--- config.mk ---
export PLATFORM = sky130hd
export DESIGN_NAME = perf_counter_unit_flat
export DESIGN_NICKNAME = d
export VERILOG_FILES = /design/src/rtl/perf_counter_unit_if.sv /design/src/rtl/perf_counter_unit.sv /design/src/flat_wrapper.sv
export SDC_FILE = /design/constraint.sdc
export NUM_CORES = 1
export LEC_CHECK = 0
export ABC_AREA = 1
export ABC_CLOCK_PERIOD_IN_PS = 1800
export CAP_MARGIN = 10
export CORE_ASPECT_RATIO = 0.8
export CORE_MARGIN = 8
export CORE_UTILIZATION = 37
export CTS_CLUSTER_SIZE = 14
export DETAILED_ROUTE_END_ITERATION = 10
export GPL_TIMING_DRIVEN = 0
export PLACE_DENSITY_LB_ADDON = 0.12
export SLEW_MARGIN = 20
export SYNTH_ARGS = -nofsm -noshare
export SYNTH_HDL_FRONTEND = slang
export SYNTH_SLANG_ARGS = --single-unit
--- constraint.sdc ---
create_clock -name clk -period 1.8 [get_ports clk]
set_clock_uncertainty 0.2 [all_clocks]
set_input_delay 0.18 -clock clk [delete_from_list [all_inputs] [get_ports clk]]
set_output_delay 0.18 -clock clk [all_outputs]
set_load 0.05 [all_outputs]
--- src/rtl/perf_counter_unit_if.sv ---
// Register-bus port of the performance counter unit: single-cycle strobe,
// registered read data returned with a one-cycle valid pulse.
interface perf_counter_unit_if;
    logic        sel_i;
    logic        we_i;
    logic [2:0]  addr_i;
    logic [31:0] wdata_i;
    logic [31:0] rdata_o;
    logic        rvalid_o;

    modport slave (
        input  sel_i, we_i, addr_i, wdata_i,
        output rdata_o, rvalid_o
    );

    modport master (
        output sel_i, we_i, addr_i, wdata_i,
        input  rdata_o, rvalid_o
    );
endinterface

--- src/rtl/perf_counter_unit.sv ---
// Pipeline performance counters (cycles, retired, stalls, flushes, mispredicts)
// with automatic freeze once the fetch stream shows a run of all-zero words.
module perf_counter_unit #(
    parameter int HALT_CYCLES = 5
) (
    input  logic                 clk,
    input  logic                 reset,
    input  logic                 retire_i,
    input  logic                 stalld_i,
    input  logic                 flushd_i,
    input  logic                 mispredict_i,
    input  logic [31:0]          fetch_word_i,
    perf_counter_unit_if.slave   bus,
    output logic                 done_o
);
    localparam int HW = $clog2(HALT_CYCLES + 1);
    localparam logic [HW-1:0] HALT_MAX  = HW'(HALT_CYCLES);
    localparam logic [HW-1:0] HALT_LAST = HW'(HALT_CYCLES - 1);

    localparam logic [1:0] S_IDLE = 2'd0;
    localparam logic [1:0] S_RUN  = 2'd1;
    localparam logic [1:0] S_DONE = 2'd2;

    logic [1:0]    r_state;
    logic [1:0]    w_state_nxt;
    logic [63:0]   r_cycle;
    logic [63:0]   r_instret;
    logic [31:0]   r_stall;
    logic [31:0]   r_flush;
    logic [31:0]   r_mispred;
    logic [31:0]   r_cycle_snap;
    logic [31:0]   r_instret_snap;
    logic [HW-1:0] r_halt_cnt;
    logic [31:0]   r_rdata;
    logic          r_rvalid;
    logic [31:0]   w_rdata;

    logic w_run, w_done, w_rd, w_ctrl_wr, w_wen, w_wclr, w_clr, w_halt_hit;
    logic w_unused_wdata;

    assign w_run      = (r_state == S_RUN);
    assign w_done     = (r_state == S_DONE);
    assign w_rd       = bus.sel_i && !bus.we_i;
    assign w_ctrl_wr  = bus.sel_i && bus.we_i && (bus.addr_i == 3'd0);
    assign w_wen      = bus.wdata_i[0];
    assign w_wclr     = bus.wdata_i[1];
    assign w_clr      = w_ctrl_wr && w_wclr;
    assign w_unused_wdata = &{1'b0, bus.wdata_i[31:2]};
    // Counter saturates at the threshold so a stale count can still re-trigger.
    assign w_halt_hit = w_run && (fetch_word_i == 32'd0) && (r_halt_cnt >= HALT_LAST);

    always_comb begin
        w_state_nxt = r_state;
        case (r_state)
            S_IDLE:  if (w_ctrl_wr && w_wen) w_state_nxt = S_RUN;
            S_RUN: begin
                if (w_ctrl_wr && !w_wen)      w_state_nxt = S_IDLE;
                else if (w_halt_hit && !w_clr) w_state_nxt = S_DONE;
            end
            S_DONE:  if (w_ctrl_wr && (w_wclr || !w_wen)) w_state_nxt = S_IDLE;
            default: w_state_nxt = S_IDLE;
        endcase
    end

    always_comb begin
        w_rdata = 32'd0;
        case (bus.addr_i)
            3'd0: w_rdata = {29'd0, w_done, 1'b0, (w_run || w_done)};
            3'd1: w_rdata = r_cycle[31:0];
            3'd2: w_rdata = r_cycle_snap;
            3'd3: w_rdata = r_instret[31:0];
            3'd4: w_rdata = r_instret_snap;
            3'd5: w_rdata = r_stall;
            3'd6: w_rdata = r_flush;
            3'd7: w_rdata = r_mispred;
            default: w_rdata = 32'd0;
        endcase
    end

    always_ff @(posedge clk) begin
        if (!reset) begin
            r_state        <= S_IDLE;
            r_cycle        <= 64'd0;
            r_instret      <= 64'd0;
            r_stall        <= 32'd0;
            r_flush        <= 32'd0;
            r_mispred      <= 32'd0;
            r_cycle_snap   <= 32'd0;
            r_instret_snap <= 32'd0;
            r_halt_cnt     <= '0;
            r_rdata        <= 32'd0;
            r_rvalid       <= 1'b0;
        end else begin
            r_state  <= w_state_nxt;
            r_rvalid <= w_rd;
            if (w_rd) r_rdata <= w_rdata;
            if (w_rd && bus.addr_i == 3'd1) r_cycle_snap   <= r_cycle[63:32];
            if (w_rd && bus.addr_i == 3'd3) r_instret_snap <= r_instret[63:32];

            // Clear takes priority over any event seen in the same cycle.
            if (w_clr) begin
                r_cycle    <= 64'd0;
                r_instret  <= 64'd0;
                r_stall    <= 32'd0;
                r_flush    <= 32'd0;
                r_mispred  <= 32'd0;
                r_halt_cnt <= '0;
            end else if (w_run) begin
                r_cycle <= r_cycle + 64'd1;
                if (retire_i)                           r_instret <= r_instret + 64'd1;
                if (stalld_i     && r_stall   != '1)    r_stall   <= r_stall + 32'd1;
                if (flushd_i     && r_flush   != '1)    r_flush   <= r_flush + 32'd1;
                if (mispredict_i && r_mispred != '1)    r_mispred <= r_mispred + 32'd1;
                if (fetch_word_i != 32'd0)              r_halt_cnt <= '0;
                else if (r_halt_cnt < HALT_MAX)         r_halt_cnt <= r_halt_cnt + 1'b1;
            end
        end
    end

    assign bus.rdata_o  = r_rdata;
    assign bus.rvalid_o = r_rvalid;
    assign done_o       = w_done;
endmodule

--- src/flat_wrapper.sv ---
// flat-port wrapper written by rule: the top's interface ports become plain ports
module perf_counter_unit_flat 
#(
    parameter int HALT_CYCLES = 5
)
  (clk, reset, retire_i, stalld_i, flushd_i, mispredict_i, fetch_word_i, done_o, bus_sel_i, bus_we_i, bus_addr_i, bus_wdata_i, bus_rdata_o, bus_rvalid_o);
  perf_counter_unit_if bus_i ();
  input  logic clk;
  input  logic reset;
  input  logic retire_i;
  input  logic stalld_i;
  input  logic flushd_i;
  input  logic mispredict_i;
  input  logic [31:0] fetch_word_i;
  output logic done_o;
  input wire logic [$bits(bus_i.sel_i)-1:0] bus_sel_i;
  input wire logic [$bits(bus_i.we_i)-1:0] bus_we_i;
  input wire logic [$bits(bus_i.addr_i)-1:0] bus_addr_i;
  input wire logic [$bits(bus_i.wdata_i)-1:0] bus_wdata_i;
  output wire logic [$bits(bus_i.rdata_o)-1:0] bus_rdata_o;
  output wire logic [$bits(bus_i.rvalid_o)-1:0] bus_rvalid_o;
  assign bus_i.sel_i = bus_sel_i;
  assign bus_i.we_i = bus_we_i;
  assign bus_i.addr_i = bus_addr_i;
  assign bus_i.wdata_i = bus_wdata_i;
  assign bus_rdata_o = bus_i.rdata_o;
  assign bus_rvalid_o = bus_i.rvalid_o;
  perf_counter_unit #(.HALT_CYCLES(HALT_CYCLES)) u_core (.clk(clk), .reset(reset), .retire_i(retire_i), .stalld_i(stalld_i), .flushd_i(flushd_i), .mispredict_i(mispredict_i), .fetch_word_i(fetch_word_i), .bus(bus_i), .done_o(done_o));
endmodule
# After elaboration in Yosys (flattened, before gate mapping)
# Cells that the tools add are included.
# Widths: inputs -> output; s select.
classes:
  addsub: 6
  order_cmp: 2
  eq_ne: 15
  muxes: 8
  bitwise_logic: 1
  n_reduce_logical: 32
ops:
  columns: ["op", "n"]
  rows:
  - ["$pmux 32 s8", 1]
  - ["$add 64x1->64 const B", 2]
  - ["$add 32x1->32 const B", 3]
  - ["$ne 32x32->1 const B", 3]
  - ["$logic_not 32->1", 1]
  - ["$reduce_bool 32->1", 1]
  - ["$logic_and 1x1->1", 15]
  - ["$eq 3x3->1 const B", 4]
  - ["$reduce_and 2->1", 5]
  - ["$mux 2", 4]
  - ["$eq 3x2->1 const B", 2]
  - ["$mux 3", 2]
  - ["$pmux 2 s3", 1]
  - ["$add 3x1->3 const B", 1]
  - ["$eq 3x1->1 const B", 1]
  - ["$ge 3x3->1 const B", 1]
  - ["$logic_not 1->1", 3]
  - ["$logic_not 3->1", 1]
  - ["$lt 3x3->1 const B", 1]
  - ["$ne 3x3->1 const B", 1]
  - ["$reduce_and 3->1", 1]
  - ["$eq 2x1->1 const B", 1]
  - ["$eq 2x2->1 const B", 1]
  - ["$logic_not 2->1", 1]
  - ["other kinds (6)", 7]
totals:
  register_bits: 326
  in_bits: 75
  out_inout_bits: 34
  word_cells: 75

# Depth between registers and ports, before layout
logic_depth:
  ltp_word: 8
  mapped_depth: 13
  ltp_nobuf: 12

# Worst setup path before layout
# No wires, ideal clock.
synth_path:
  path_type: "reg2reg"
  start: "register u_core.r_stall[0]"
  end: "register u_core.r_stall[7]"
  setup_ns: 0.132
  arrival_time_ns: 1.693
  required_ns: 1.468
  path_slack_ns: -0.225
  path_stages_with_launch: 13
  n_path_buf: 2
  period_less_slack_ns: 2.025
  cell_sequence: "dfxtp_1 ha_1 nand3_2 inv_2 nand2_1 nor2_4 nand3_2 nand2_2 inv_2 buf_6 buf_2 nand2_1 a21oi_1"
synth_via:
  elab_chain_len: 3
  word_cells_on_any_way: 4
  classes_between: "1 x add/sub; 1 x eq/ne; 2 x reduce/logical"
synth_rtl:
  columns: ["item", "line", "text"]
  rows:
  - ["from (decl)", "perf_counter_unit.sv:28", "logic [31:0] r_stall;"]
  - ["from (signal assigned)", "perf_counter_unit.sv:111", "if (stalld_i && r_stall != '1) r_stall <= r_stall + 32'd1;"]
  - ["parallel branches: the longest is 3 deep, another holds $add 32x1->32", null, null]
# Several ways; the timed one is not identified.
# A chain may end at the register's enable or synchronous reset.

# Final worst setup path
layout_path:
  start: "register u_core.r_state[1]"
  end: "register u_core.r_instret[44]"
layout_via:
  elab_chain_len: 2
layout_rtl:
  columns: ["item", "line", "text"]
  rows:
  - ["from (decl)", "perf_counter_unit.sv:24", "logic [1:0] r_state;"]
  - ["from (signal assigned)", "perf_counter_unit.sv:94", "r_state <= w_state_nxt;"]
  - ["$eq 2x1->1", "perf_counter_unit.sv:41", "assign w_run = (r_state == S_RUN);"]
  - ["$reduce_and 2->1 (no source line)", null, null]
  - ["to (signal assigned)", "perf_counter_unit.sv:110", "if (retire_i) r_instret <= r_instret + 64'd1;"]
  - ["to (decl)", "perf_counter_unit.sv:27", "logic [63:0] r_instret;"]
# No other way between the ends.

==> out/results.txt <==
Max-Cap Viols - 0
Chip height - 215 microns
Initial Utilization - 37.2%
R2r setup slk - -0.36 ns
Async set-reset flop share out of synthesis - 0%
Die Wd - 265 microns
Synth top area cells - dfxtp_1 35%, nand2_1 17%, nor2_1 9.2%
Hold Crit Class - in2reg
Top cell type's share of synthesized area - 35.5%
Crit start category - flip-flop
Cell taking the most area after synthesis - dfxtp_1
Clock buffer depth - 3
CTS tree - yes
Slowest-stage cell, CP - dfxtp_2
Dpl cell area - 20200 sq um
CP cell instances - inv_2, ha_4, buf_12, nand2_8, buf_12, nor2_4, nand2_2, nor2_4, nand3_4, nor2_4, nand3_2, nand2_1, nor2_1
Final ANT Viol Nets - 0
Vias/cell - 5.49
Cell depth of the worst hold path - 3
Minimum clock period - 2.16 ns
Synthesis-to-finish area growth - 45.4%
R2R Path Start - u_core.r_state[1]$_SDFFE_PN0P_
Hold_sp - reset
Nets@finish - 3315
Finished Core Util - 54.1%
Clock slew at reported path FFs - 0.06 ns
Final setup fails - 204
Dpl ws - -1.65 ns
CTS Hold Bufs - 0
Syn Nets - 3000
R2R depth - 13
Pin count of the biggest net entering global routing - 13
Leakage power - 10.2 nW
Ports - 109
Worst relative slew slack - 43.1%
Share of cells above drive strength 1 - 33.0%
Critical path's top delay family - simple AND/OR/NAND/NOR gates
Synth warn - 0
CP endpoint kind - flip-flop
Fmax - 0.464 GHz
Placed instance count - 3669
# diodes - 0
Capturing point of the worst reg2reg path - u_core.r_instret[44]$_SDFFE_PP0P_
Post-Layout Cell Count - 3934
GP Congestion - 0.984
Crit path DAT - 2.41 ns
Synthesized flop and latch total - 326
Post-layout power - 17.5 mW
Worst-margin pin slew - 0.854 ns
Seq/Total Area, Yosys - 35.5%
Total GRT Usage - 27.8%
Synth Flop Type - dfxtp_1
CP required - 2.05 ns
Critical path's most frequent cell - nor2_4
Hold Path End - u_core.bus.rdata_o[31]$_SDFFE_PN0P_
Failing checks - setup timing
Setup slack after layout - -0.357 ns
Worst stage delay on the critical path - 0.33 ns
CP Class - reg2reg
GRT overflow - 0
Clock sink count - 326
Via Count - 21600
Standard-cell rows - 73
Initial drt markers - 2630
Fin crit share - 120%
DRC Markers - 0
Final WL - 84.2 mm
Power per cell area - 653 nW/um^2
Initial antenna violation count - 1
WL/cell - 21.4 microns
Post-route cell area - 26700 sq um
Final hold vios - 0
RSZ-0062 raised after global routing - yes
Worst-Skew Late Latency - 0.57 ns
Die ar. - 57100 sq um
Core ar. - 49400 sq um
VDD IR max - 0.542 mV
H-tree levels - 2
Status - complete, but fails checks
Root buf cell - clkbuf_16
Slew Viols, Final - 0
Netlist cell types - 48
# port buffers - 78
Num CTS Buffers - 39
Number of synthesized flops with an enable pin - 0
Mapped Cells - 2916
Buf/Inv on CP - 3
First-pass GRT wire length - 122 mm
Vias in the first global route - 19500
Post-Synthesis Cell Area - 18400 sq um
CP Max Fanout - 6
Syn avg cell area - 6.31 sq um
Detail Placement HPWL - 61.9 mm
Detailed Routing Iterations Pass 1 - 6
==> metal layers <==
metal  up-vias  share of wire [%]  GRT usage, %
li1      10100                  -             -
met1     10200                 45          40.9
met2      1107                 41          40.0
met3       169                 11          5.59
met4         2                3.3          8.64
met5         -              0.015             0
==> how the worst max path moves through the flow <==
stage,from,to,slack (ns),cells after the start
4_1_cts,u_core.r_state[1]$_SDFFE_PN0P_,u_core.r_cycle[54]$_SDFFE_PP0P_,-0.27,12
3_3_place_gp,bus_addr_i[1],u_core.r_instret[54]$_SDFFE_PP0P_,-1.60,9
5_1_grt,u_core.r_state[1]$_SDFFE_PN0P_,u_core.r_instret[63]$_SDFFE_PP0P_,-0.42,13
2_1_floorplan,u_core.r_mispred[1]$_SDFFE_PP0P_,u_core.r_mispred[31]$_SDFFE_PP0P_,-0.02,11
3_5_place_dp,bus_addr_i[0],u_core.r_cycle[2]$_SDFFE_PP0P_,-1.65,9
6_report,u_core.r_state[1]$_SDFFE_PN0P_,u_core.r_instret[44]$_SDFFE_PP0P_,-0.36,13
==> cell type report <==
class                   count  area, sq um
plain buffers              89          688
clock buffers              58         1210
clock inverters            11          155
fillers                  4704        22700
inverters                 313         1260
multi-input cells        2184        12900
flip-flops and latches    326         6820
well taps                 675          845
repair buffers            278         2850
==> synth_stat cells, types with 2 or more instances <==
cell / n
a21oi_1: 220
a21oi_2: 6
a22oi_1: 33
a31oi_1: 5
and2_1: 6
and3_1: 4
buf_1: 7
buf_2: 31
buf_6: 8
buf_8: 2
clkbuf_1: 44
clkinv_1: 5
dfxtp_1: 326
ha_1: 9
inv_1: 295
inv_2: 13
nand2_1: 825
nand2_2: 7
nand2_4: 2
nand3_1: 145
nand3_2: 4
nand3b_1: 18
nand4_1: 97
nor2_1: 451
nor2_2: 12
nor2_4: 8
nor3_1: 68
nor3_2: 6
nor3_4: 2
nor3b_1: 3
nor4_1: 5
o2111ai_1: 4
o211ai_1: 2
o21a_1: 4
o21ai_0: 150
o21bai_1: 2
o221ai_1: 4
o22ai_1: 5
xnor2_1: 14
xor2_1: 56
==> what timing repair did <==
item	CTS	global route
gates cloned	11	2
gates resized for setup	829	406
endpoints found under the setup margin	359	312
pin swaps	161	173
buffers inserted	124	81
==> layout by cell type (no fill, tap or decap), types with 48 or more instances in the layout <==
cell type / count
o21ai_0: 98
a21oi_2: 82
nand3_2: 48
buf_4: 129
nor2_1: 352
xor2_1: 56
nor2_4: 67
dfxtp_4: 53
nand2_4: 85
nand3_1: 86
dfxtp_1: 200
buf_6: 52
dfxtp_2: 73
nand2_2: 97
nor2_2: 52
nand2_1: 648
a21oi_1: 144
nand4_1: 97
inv_1: 268
==> state kept, by name, indices dropped and copies added, names as in the netlist <==
name and count:
u_core.r_instret_snap 32, u_core.bus.rdata_o 32, u_core.r_stall 32, u_core.r_cycle 64, u_core.r_cycle_snap 32, u_core.r_state 2, u_core.r_halt_cnt 3, u_core.r_flush 32
u_core.r_mispred 32, u_core.r_instret 64, u_core.bus.rvalid_o 1
==> per-stage QoR <==
stage / setup TNS (ns) / hold slack, ns
3_3_place_gp: -352.37 / 0.255
4_1_cts: -21.96 / 0.100
3_5_place_dp: -365.10 / 0.258
2_1_floorplan: -0.0974 / 0.162
5_1_grt: -47.77 / 0.125
6_report: -37.88 / 0.147
==> cell families (layout without fill, tap and decap cells) <==
family	after synthesis	after routing	synth area share [%]
xor+xnor	70	70	3.33
fa+ha+maj	9	9	0.612
flops	326	326	35.5
buf+inv	406	749	8.97
compound gates	439	439	12.9
simple gates	1666	1666	38.7
==> worst register-to-register path, cell delays in order, from the launching register on <==
cell and delay, ns:
dfxtp_2 0.33, inv_2 0.07, ha_4 0.26, buf_12 0.16
nand2_8 0.08, buf_12 0.18, nor2_4 0.10, nand2_2 0.07
nor2_4 0.15, nand3_4 0.15, nor2_4 0.14, nand3_2 0.06
nand2_1 0.08, nor2_1 0.05
==> where the power goes <==
group	leakage (nW)	internal (mW)	switching (mW)
clock network	0.681	5.20	3.37
logic	6.84	0.681	0.953
registers	2.71	7.20	0.0596
total	10.2	13.1	4.39
Power figures use the tool's default switching activity.
==> patch, RTL diff (config.mk and constraints unchanged) <==
`HALT_CYCLES` is set to 5 in 2 places; all go to 6.
--- a/src/rtl/perf_counter_unit.sv
+++ b/src/rtl/perf_counter_unit.sv
@@ -3,3 +3,3 @@
 module perf_counter_unit #(
-    parameter int HALT_CYCLES = 5
+    parameter int HALT_CYCLES = 6
 ) (
--- a/src/flat_wrapper.sv
+++ b/src/flat_wrapper.sv
@@ -3,3 +3,3 @@
 #(
-    parameter int HALT_CYCLES = 5
+    parameter int HALT_CYCLES = 6
 )
Formal check against the unedited RTL: same outputs for any inputs over 4 cycles, from zero or initial values and one cycle with reset low; that may be too few to reach the edited logic, so the function may still have changed.
==> patch against the unedited design <==
The flow finishes with violations (negative hold slack, negative setup slack). Synthesized area grew 1.2%. Cell area grew 1.2%. Critical path type unchanged. First-iteration DRC count shrank 9.4%. Clock power shrank 4.9%. Count of clock-buffer cells in the layout shrank 4. Non-clock buffer count grew 9. Wire length grew 2.9%. Critical endpoint is now u_core.r_stall[21]$_SDFFE_PP0P_. Worst setup slack gained 0.11 ns. Via count grew 1.4%. Die area grew 1.1%. Total power shrank 2.1%. Sequential cell count is the same.
==> patch: results (changes against the unedited design) <==
- Status: finished with violations
- Violated checks: negative hold slack, negative setup slack
- Slowest stage delay, CP: 0.43 ns (+0.10 ns)
- Final hold vios: 1 (+1)
- Final setup viols: 194 (-4.9%)
- Post-synth top cells: 794 x nand2_1, 478 x nor2_1, 326 x dfxtp_1
- Cell variety after synth: 51 (+6.3%)
- Share of layout cells above drive strength 1: 33.0% (about the same)
- Leak: 10.5 nW (+2.4%)
- Sequential element share of the synthesized area: 35.1% (-0.42 points)
- Routability cong.: 0.960 (-2.4%)
- Count of non-CTS inverters in the layout: 309 (-1.3%)
- Pre-antenna DRT Iters: 8 (+2)
- Non-Clock Buffer Area Fraction: 13.5% (+0.22 points)
- Clock tree cell share of total cell area: 4.63% (-0.47 points)
- Xor/xnor share of the synthesized area: 3.06% (-0.27 points)
- Fraction of area in multi-input gates: 48.9% (+0.58 points)
- Setup WS post-layout: -0.252 ns (+0.105 ns)
- Num CTS Buffers: 38 (-2.6%)
- Number of multi-input logic gates: 2211 (+1.2%)
- Post-Syn Nets: 3023 (+0.77%)
- Peak VDD IR: 0.000544 V (+0.47%)
- Switching share of power: 26.1% (+0.98 points)
- 1st-iter DRT viols: 2384 (-9.4%)
- Resize count post-CTS: 824 (-0.60%)
- First-pass GRT wire length: 125000 µm (+3.1%)
- Non-clk bufs: 376 (+2.5%)
- Setup total negative slack: -24.52 ns (+13.36 ns)
- Fin cells: 3964 (+0.76%)
- Seq. pwr: 7.24 mW (about the same)
- Placed cell areas: 20300 µm² (+0.54%)
- Area contributors post-synth: dfxtp_1 35%, nand2_1 16%, nor2_1 9.6%, inv_1 5.8%, a21oi_1 5.7%
- Worst slew margin: 40.6% (-2.4 points)
- Nets: 3347 (+0.97%)
- Hold_ws: -0.00821 ns (-0.155 ns)
- Post-synthesis adder-cell area fraction: 0.672% (+0.060 points)
- Fraction of area in registers: 25.3% (-0.20 points)
- DIE AREA: 57800 µm² (+1.1%)
## patch: worst min-delay path by stage
stage | start | to | slack [ns] | cells past startpoint
floorplan | reset | u_core.bus.rdata_o[31]$_SDFFE_PN0P_ | 0.16 | 2
global placement | u_core.r_instret_snap[2]$_SDFFE_PN0P_ | u_core.r_instret_snap[2]$_SDFFE_PN0P_ | 0.25 | 2
detailed placement | u_core.r_instret_snap[14]$_SDFFE_PN0P_ | u_core.r_instret_snap[14]$_SDFFE_PN0P_ | 0.25 | 2
CTS | reset | u_core.bus.rdata_o[31]$_SDFFE_PN0P_ | 0.04 | 3
global route | bus_addr_i[2] | u_core.bus.rdata_o[2]$_SDFFE_PN0P_ | 0.05 | 4
finish | bus_addr_i[2] | u_core.bus.rdata_o[2]$_SDFFE_PN0P_ | -0.008 | 4
## patch: routing by layer
layer  share of wire, %  global-route usage (%)  up-vias
li1                   -                       -    10200
met1                 44                    40.7    10500
met2                 42                    41.1     1077
met3                9.8                    5.41      175
met4                4.1                    11.1        0
met5                  0                       0        -
